## config.mk

```make
export PLATFORM = sky130hd
export DESIGN_NAME = button_press_decoder
export DESIGN_NICKNAME = d
export VERILOG_FILES = /design/src/rtl/button_press_decoder.sv
export SDC_FILE = /design/constraint.sdc
export NUM_CORES = 1
export LEC_CHECK = 0
export CORE_UTILIZATION = 61
export CTS_CLUSTER_SIZE = 25
export DETAILED_ROUTE_END_ITERATION = 7
export GPL_ROUTABILITY_DRIVEN = 0
export PLACE_DENSITY = 0.81
export SLEW_MARGIN = 10
export SYNTH_ARGS = -nofsm -noshare
export SYNTH_HDL_FRONTEND = slang
export SYNTH_SLANG_ARGS = --single-unit
```

## constraint.sdc

```tcl
create_clock -name clk -period 2.9 [get_ports clk]
set_clock_uncertainty 0.2 [all_clocks]
set_input_delay 0.87 -clock clk [delete_from_list [all_inputs] [get_ports clk]]
set_output_delay 0.87 -clock clk [all_outputs]
set_load 0.01 [all_outputs]
```

## src/rtl/button_press_decoder.sv

```systemverilog
// Push-button front end: 2-flop synchronizer, debounce FSM, and short/long press classification.
// All event outputs are registered single-cycle pulses in the clk domain.
module button_press_decoder #(
  parameter int unsigned DEBOUNCE_COUNT = 999_999,
  parameter int unsigned LONG_COUNT     = 49_999_999,
  parameter bit          ACTIVE_LOW     = 1'b0
) (
  input  logic clk,
  input  logic clear,
  input  logic btn_in,
  output logic btn_level,
  output logic press_pulse,
  output logic release_pulse,
  output logic short_press,
  output logic long_press
);

  localparam int unsigned DB_W   = (DEBOUNCE_COUNT > 0) ? $clog2(DEBOUNCE_COUNT + 1) : 1;
  localparam int unsigned HOLD_W = (LONG_COUNT > 0) ? $clog2(LONG_COUNT + 1) : 1;

  localparam logic [DB_W-1:0]   DB_MAX   = DB_W'(DEBOUNCE_COUNT);
  localparam logic [DB_W-1:0]   DB_ZERO  = DB_W'(0);
  localparam logic [DB_W-1:0]   DB_ONE   = DB_W'(1);
  localparam logic [HOLD_W-1:0] HOLD_MAX = HOLD_W'(LONG_COUNT);
  localparam logic [HOLD_W-1:0] HOLD_ZERO = HOLD_W'(0);
  localparam logic [HOLD_W-1:0] HOLD_ONE = HOLD_W'(1);

  typedef enum logic [1:0] {
    IDLE       = 2'd0,
    DB_PRESS   = 2'd1,
    HELD       = 2'd2,
    DB_RELEASE = 2'd3
  } state_e;

  state_e             state_q, state_d;
  logic               sync1_q, sync1_d;
  logic               sync2_q, sync2_d;
  logic [DB_W-1:0]    db_cnt_q, db_cnt_d;
  logic [HOLD_W-1:0]  hold_cnt_q, hold_cnt_d;
  logic               long_fired_q, long_fired_d;
  logic               btn_level_q, btn_level_d;
  logic               press_pulse_q, press_pulse_d;
  logic               release_pulse_q, release_pulse_d;
  logic               short_press_q, short_press_d;
  logic               long_press_q, long_press_d;

  logic               btn_sync;
  logic [HOLD_W-1:0]  hold_inc;
  logic               long_hit;

  // Polarity is folded in ahead of the first flop so a cleared synchronizer always reads "released".
  assign btn_sync = sync2_q;
  assign hold_inc = (hold_cnt_q == HOLD_MAX) ? hold_cnt_q : (hold_cnt_q + HOLD_ONE);
  assign long_hit = ((state_q == HELD) || (state_q == DB_RELEASE)) &&
                    (hold_cnt_q == HOLD_MAX) && !long_fired_q;

  // Next-state, counter and pulse computation.
  always_comb begin
    sync1_d         = btn_in ^ ACTIVE_LOW;
    sync2_d         = sync1_q;
    state_d         = state_q;
    db_cnt_d        = db_cnt_q;
    hold_cnt_d      = hold_cnt_q;
    long_fired_d    = long_fired_q;
    btn_level_d     = btn_level_q;
    press_pulse_d   = 1'b0;
    release_pulse_d = 1'b0;
    short_press_d   = 1'b0;
    long_press_d    = 1'b0;

    if (long_hit) begin
      long_press_d = 1'b1;
      long_fired_d = 1'b1;
    end else begin
      long_press_d = 1'b0;
    end

    case (state_q)
      IDLE: begin
        if (btn_sync) begin
          state_d  = DB_PRESS;
          db_cnt_d = DB_ZERO;
        end else begin
          state_d = IDLE;
        end
      end
      DB_PRESS: begin
        if (!btn_sync) begin
          state_d = IDLE;
        end else if (db_cnt_q == DB_MAX) begin
          state_d       = HELD;
          btn_level_d   = 1'b1;
          press_pulse_d = 1'b1;
          hold_cnt_d    = HOLD_ZERO;
          long_fired_d  = 1'b0;
        end else begin
          db_cnt_d = db_cnt_q + DB_ONE;
        end
      end
      HELD: begin
        hold_cnt_d = hold_inc;
        if (!btn_sync) begin
          state_d  = DB_RELEASE;
          db_cnt_d = DB_ZERO;
        end else begin
          state_d = HELD;
        end
      end
      DB_RELEASE: begin
        // A release glitch returns to HELD without restarting the hold count.
        hold_cnt_d = hold_inc;
        if (btn_sync) begin
          state_d = HELD;
        end else if (db_cnt_q == DB_MAX) begin
          state_d         = IDLE;
          btn_level_d     = 1'b0;
          release_pulse_d = 1'b1;
          short_press_d   = !long_fired_q && !long_hit;
        end else begin
          db_cnt_d = db_cnt_q + DB_ONE;
        end
      end
      default: begin
        state_d     = IDLE;
        btn_level_d = 1'b0;
      end
    endcase
  end

  // State and output registers.
  always_ff @(posedge clk or posedge clear) begin
    if (clear) begin
      state_q         <= IDLE;
      sync1_q         <= 1'b0;
      sync2_q         <= 1'b0;
      db_cnt_q        <= DB_ZERO;
      hold_cnt_q      <= HOLD_ZERO;
      long_fired_q    <= 1'b0;
      btn_level_q     <= 1'b0;
      press_pulse_q   <= 1'b0;
      release_pulse_q <= 1'b0;
      short_press_q   <= 1'b0;
      long_press_q    <= 1'b0;
    end else begin
      state_q         <= state_d;
      sync1_q         <= sync1_d;
      sync2_q         <= sync2_d;
      db_cnt_q        <= db_cnt_d;
      hold_cnt_q      <= hold_cnt_d;
      long_fired_q    <= long_fired_d;
      btn_level_q     <= btn_level_d;
      press_pulse_q   <= press_pulse_d;
      release_pulse_q <= release_pulse_d;
      short_press_q   <= short_press_d;
      long_press_q    <= long_press_d;
    end
  end

  assign btn_level     = btn_level_q;
  assign press_pulse   = press_pulse_q;
  assign release_pulse = release_pulse_q;
  assign short_press   = short_press_q;
  assign long_press    = long_press_q;

endmodule

```

==> impl_metrics.ini, run 1 <==
[status]
status = complete, no violations

[pwr]
ir_worst_vdd_v = 0.000251
p_leak_nw = 1.36
p_per_area_nw_per_um2 = 418

[setup_path]
r2r_cells = 6
crit_chain = ha_1, nand3_1, or3_1, nor3_2, nand2b_1, o21ai_0
critPathArrivalTime_ns = 2.49
endpoint_kind = register
worstReg2RegStart = hold_cnt_q[0]
crit_family = simple AND/OR/NAND/NOR gates
critical_path_required_ns = 2.89
r2r_slack_ns = 0.40
crit_buf_inv = 0
worst_path_max_delay_cell = nor3_2
r2r-end = hold_cnt_q[1]
worstPathMaxFanout = 9
worst_setup_path_start_kind = register
crit_path_max_incr_delay_ns = 0.51
crit_type = reg2reg

[sta]
finalCritPeriodShare_pct = 86.3
maxSlewHeadroom_pct = 54.5
hold_viol = 0
maxSlewViolCount = 0
grt_setup_unrepaired = false
finalSetupTns_ns = 0
setup_violations = 0
post-route-min-period_ns = 2.50
worstMarginPinSlew_ns = 0.677
fin_hold_ws_ns = 0.155
clock.fmax_mhz = 400

[yosys]
synth-edff-count = 0
avgSynthCellArea_um2 = 9.10
synth_area_um2 = 2990
synth_ff_type = dfrtp_1
ys_seq_area_share_pct = 46.8
synthArstFlopShare_pct = 100
ys_seq_elements = 56
syn_inst = 329
yosysWarnings = 0
synth_fp_nets = 334
yosys.cell_types.count = 51

[cts]
cts_resized = 0
clock-sinks = 56
cts_made_buffers = 5
cts_hold_buf = 0
tritoncts = yes
cts-htree-levels = 2
clockBufferDepth = 2
clk_latency_ns = 0.31
clk_pin_slew_ns = 0.10
cts-root-buf = clkbuf_8
post_cts_buffers = 0

[min_path]
hold_depth = 0
hold_class = reg2reg
hold_end = btn_sync
min_from = sync1_q

[route]
first_iter_violations = 227
ant_nets = 0
first_pass_iters = 5
wirelength_mm = 6.12
via_per_inst = 6.26
vias = 2522
drc_errors = 0
routedWlPerCell_um = 15.2

[layout]
layout_commonest_cell = dfrtp_1
num-nets-final = 340
drive_gt1_share_pct = 9.23
final_cell_mix = 56 x dfrtp_1, 44 x nand2_1, 32 x nand3_1
areaGrowthSynthToFinish_pct = 8.78
fill_cells = 375
multi_input_area_um2 = 1500
n_antenna_cell = 0
final-seq-area_um2 = 1400

[place]
portBuffers = 7
hpwl_mm = 4.18

[floorplan]
fp.dieArea_um2 = 5190
fp.dieH_um = 72.1
placeableCoreArea_um2 = 4720
ios = 8
start_util_pct = 63.4
rows = 25
die_x_um = 72.1

[flow_run]
cap_violations = 0

[global_routing]
grt_max_degree = 57
grt_usage_pct = 26.1
grt_pass1_vias = 2334
antenna_found_initial = 0
grt-ovfl-total = 0
grt_pass1_wl_mm = 10.7
==> metrics by stage <==
step                instance area (um2)  util [%]  cells  power [mW]  setup WS, ns
finish                             3260      69.0    403        1.36         0.398
global route                       3260      69.0    403        1.41         0.176
CTS                                3260      69.0    403        1.37         0.383
detailed placement                 3150      66.7    395       0.878         0.405
global placement                   3150      66.7    395       0.877         0.420
floorplan                          2990         -    329       0.857         0.459
==> layout make-up <==
cell class / count / share of cell area [%]
multi-input combinational: 250 / 46.1
sequential: 56 / 43.0
timing repair buffer: 13 / 3.92
tap: 67 / 2.57
clock buffer: 6 / 2.23
clock inverter: 2 / 1.08
inverter: 9 / 1.04
==> metal layers <==
| metal | track usage, % | vias to the layer above | wire length [um] |
|---|---|---|---|
| met1 | 38.9 | 1203 | 2950 |
| met5 | 0 | - | 0 |
| li1 | - | 1222 | - |
| met3 | 5.83 | 9 | 347 |
| met4 | 8.28 | 0 | 78 |
| met2 | 38.1 | 88 | 2750 |
==> logic make-up after synthesis <==
logic type	count (synthesis)	synth area share, %
flip-flops	56	46.8
XOR/XNOR	5	1.46
adder cells (fa/ha/maj)	2	0.836
AND/OR/NAND/NOR	156	28.3
AO/OA/AOI/OAI	80	16.9
multiplexers	7	2.38
buffers and inverters	23	3.26
==> cells in the mapped netlist, types with 3 or more instances <==
library cell / count / area share [%]
a31oi_1: 3 / 0.63
o21ai_1: 5 / 0.84
buf_2: 3 / 0.50
or2_2: 3 / 0.63
nand2b_1: 3 / 0.63
nor3_1: 11 / 1.8
o21ai_0: 28 / 4.7
inv_1: 9 / 1.1
nand2_1: 44 / 5.5
o31ai_1: 8 / 2.0
mux2i_1: 6 / 2.0
xnor2_1: 4 / 1.2
nor4_1: 7 / 1.5
clkbuf_1: 10 / 1.3
a21o_1: 3 / 0.75
and3_1: 9 / 1.9
nand4_1: 11 / 2.3
o211ai_1: 4 / 1.0
nand3_1: 32 / 5.3
a21oi_1: 14 / 2.3
nor2_1: 13 / 1.6
dfrtp_1: 56 / 47
or3_1: 5 / 1.0
==> worst register-to-register path: stages, from the launching register on <==
cell and delay (ns):
dfrtp_1 0.40, ha_1 0.21, nand3_1 0.25, or3_1 0.46, nor3_2 0.51, nand2b_1 0.27
o21ai_0 0.10
==> worst max-delay path by stage <==
stage / start / end / slack [ns] / depth (start not counted)
floorplan: clear / asynchronous set/reset pin / 0.46 / 1
global placement: db_cnt_q[12] / hold_cnt_q[11] / 0.42 / 5
detailed placement: db_cnt_q[12] / hold_cnt_q[19] / 0.41 / 5
CTS: hold_cnt_q[0] / hold_cnt_q[1] / 0.38 / 6
global route: hold_cnt_q[0] / hold_cnt_q[1] / 0.18 / 6
finish: hold_cnt_q[0] / hold_cnt_q[1] / 0.40 / 6
==> flip-flops by register name, summed over array words and instances (netlist names), named ones only <==
| signal | cells |
|---|---|
| long_press | 1 |
| release_pulse | 1 |
| db_cnt_q | 20 |
| press_pulse | 1 |
| btn_level | 1 |
| btn_sync | 1 |
| long_fired_q | 1 |
| state_q | 1 |
| hold_cnt_q | 26 |
| short_press | 1 |
| sync1_q | 1 |
==> report_power, final <==
part           switching [mW]  internal [mW]
combinational          0.0372         0.0208
clock                   0.244          0.257
sequential             0.0138          0.790
total                   0.295           1.07
Power figures use the tool's default switching activity.
==> run 2, diff against run 1 <==
--- a/config.mk
+++ b/config.mk
@@ -5,11 +5,12 @@
 export SDC_FILE = /design/constraint.sdc
 export NUM_CORES = 1
 export LEC_CHECK = 0
-export CORE_UTILIZATION = 61
+export CORE_UTILIZATION = 55
 export CTS_CLUSTER_SIZE = 25
 export DETAILED_ROUTE_END_ITERATION = 7
 export GPL_ROUTABILITY_DRIVEN = 0
-export PLACE_DENSITY = 0.81
+export MAX_ROUTING_LAYER = met4
+export PLACE_DENSITY = 0.74
 export SLEW_MARGIN = 10
 export SYNTH_ARGS = -nofsm -noshare
 export SYNTH_HDL_FRONTEND = slang
==> impl_metrics.ini, run 2 (same netlist as run 1, synthesis figures left out) <==
[setup_path]
worstPathMaxFanout = 10
crit_type = reg2reg
crit_start = db_cnt_q[12]
worstReg2RegStart = db_cnt_q[12]
endpoint_kind = register
critical_path_required_ns = 2.89
critPathArrivalTime_ns = 2.54
worst_setup_path_start_kind = register

[route]
first_pass_iters = 4
routedWlPerCell_um = 15.5
via_per_inst = 6.17
ant_nets = 0
wirelength_mm = 6.31
vias = 2503
first_iter_violations = 267
drc_errors = 0

[global_routing]
grt_max_degree = 42
grt_usage_pct = 25.7
antenna_found_initial = 0
grt-ovfl-total = 0
grt_pass1_vias = 2196
grt_pass1_wl_mm = 10.8

[floorplan]
fp.dieArea_um2 = 5740
die_x_um = 75.8
ios = 8
rows = 26
fp.dieH_um = 75.8
start_util_pct = 57.9
placeableCoreArea_um2 = 5170

[cts]
clockBufferDepth = 2
cts_made_buffers = 5
clock-sinks = 56
cts-root-buf = clkbuf_8
cts_resized = 0
tritoncts = yes
post_cts_buffers = 0
cts-htree-levels = 2
clk_pin_slew_ns = 0.11
cts_hold_buf = 0
clk_latency_ns = 0.31

[sta]
worstMarginPinSlew_ns = 0.688
hold_viol = 0
grt_setup_unrepaired = false
finalCritPeriodShare_pct = 87.8
finalSetupTns_ns = 0
post-route-min-period_ns = 2.54
setup_violations = 0
maxSlewViolCount = 0
maxSlewHeadroom_pct = 53.8
clock.fmax_mhz = 393

[flow_run]
cap_violations = 0

[layout]
largest_reg_flops = 26
top_register = hold_cnt_q
layout_commonest_cell = dfrtp_1
num-nets-final = 340
final_cell_mix = 56 x dfrtp_1, 44 x nand2_1, 32 x nand3_1
areaGrowthSynthToFinish_pct = 8.27
n_antenna_cell = 0
drive_gt1_share_pct = 9.23
top_regs = hold_cnt_q (26), db_cnt_q (20)
final_area_um2 = 3240

[min_path]
min_from = sync1_q
hold_class = reg2reg

[place]
postPlaceCellArea_um2 = 3150
hpwl_mm = 4.38
portBuffers = 7

[pwr]
p_per_area_nw_per_um2 = 399
p_leak_nw = 1.35
ir_worst_vdd_v = 0.000272

[status]
status = complete, no violations
run 2: layout make-up:
| class | instances | area [um2] |
|---|---|---|
| clock inverters | 2 | 16.3 |
| fillers | 439 | 1930 |
| clock buffers | 6 | 72.6 |
| multi-input cells | 250 | 1500 |
| flip-flops and latches | 56 | 1400 |
| inverters | 9 | 33.8 |
| repair buffers | 13 | 128 |
| well taps | 70 | 87.6 |
run 2: power by group:
part           leakage [nW]  total, mW  switching (mW)  internal [mW]
Clock                0.0414      0.430           0.258          0.173
Combinational         0.531     0.0584          0.0377         0.0207
Sequential            0.773      0.804          0.0140          0.790
Total                  1.35       1.29           0.309          0.983
run 2: routing by layer:
metal  share of wire (%)  vias up  wire [um]  GRT usage, %
li1                    -     1232          -             -
met1                  52     1206       3290          38.4
met2                  43       60       2710          35.4
met3                 4.1        5        260          4.76
met4                0.87        0         55          7.20
met5                   0        -          0             -
run 2: path summary, 6_finish.rpt:
path                       slack, ns  cells after the start              to
max                             0.36                      5  hold_cnt_q[11]
min                             0.16                      0        btn_sync
max reg2reg                     0.36                      5  hold_cnt_q[11]
min reg2reg                     0.16                      0        btn_sync
max in group asynchronous       1.33                      3   release_pulse
min in group asynchronous       0.63                      2    db_cnt_q[12]
run 2: worst max-delay path, stage by stage, from the launching register on:
cell and delay (ns):
dfrtp_1 0.45, or4b_4 0.57, nor4_4 0.56, nand3_2 0.34, o211ai_1 0.20, o31ai_1 0.10
run 2: metrics by stage:
stage	total power, mW	util (%)	hold WS (ns)	setup slack [ns]	instances
final	1.29	62.7	0.159	0.355	406
after global routing	1.35	62.7	0.183	0.158	406
after CTS	1.30	62.7	0.160	0.331	406
after detailed placement	0.879	61.0	0.135	0.377	398
after global placement	0.877	61.0	0.134	0.427	398
after floorplan	0.857	-	0.131	0.459	329
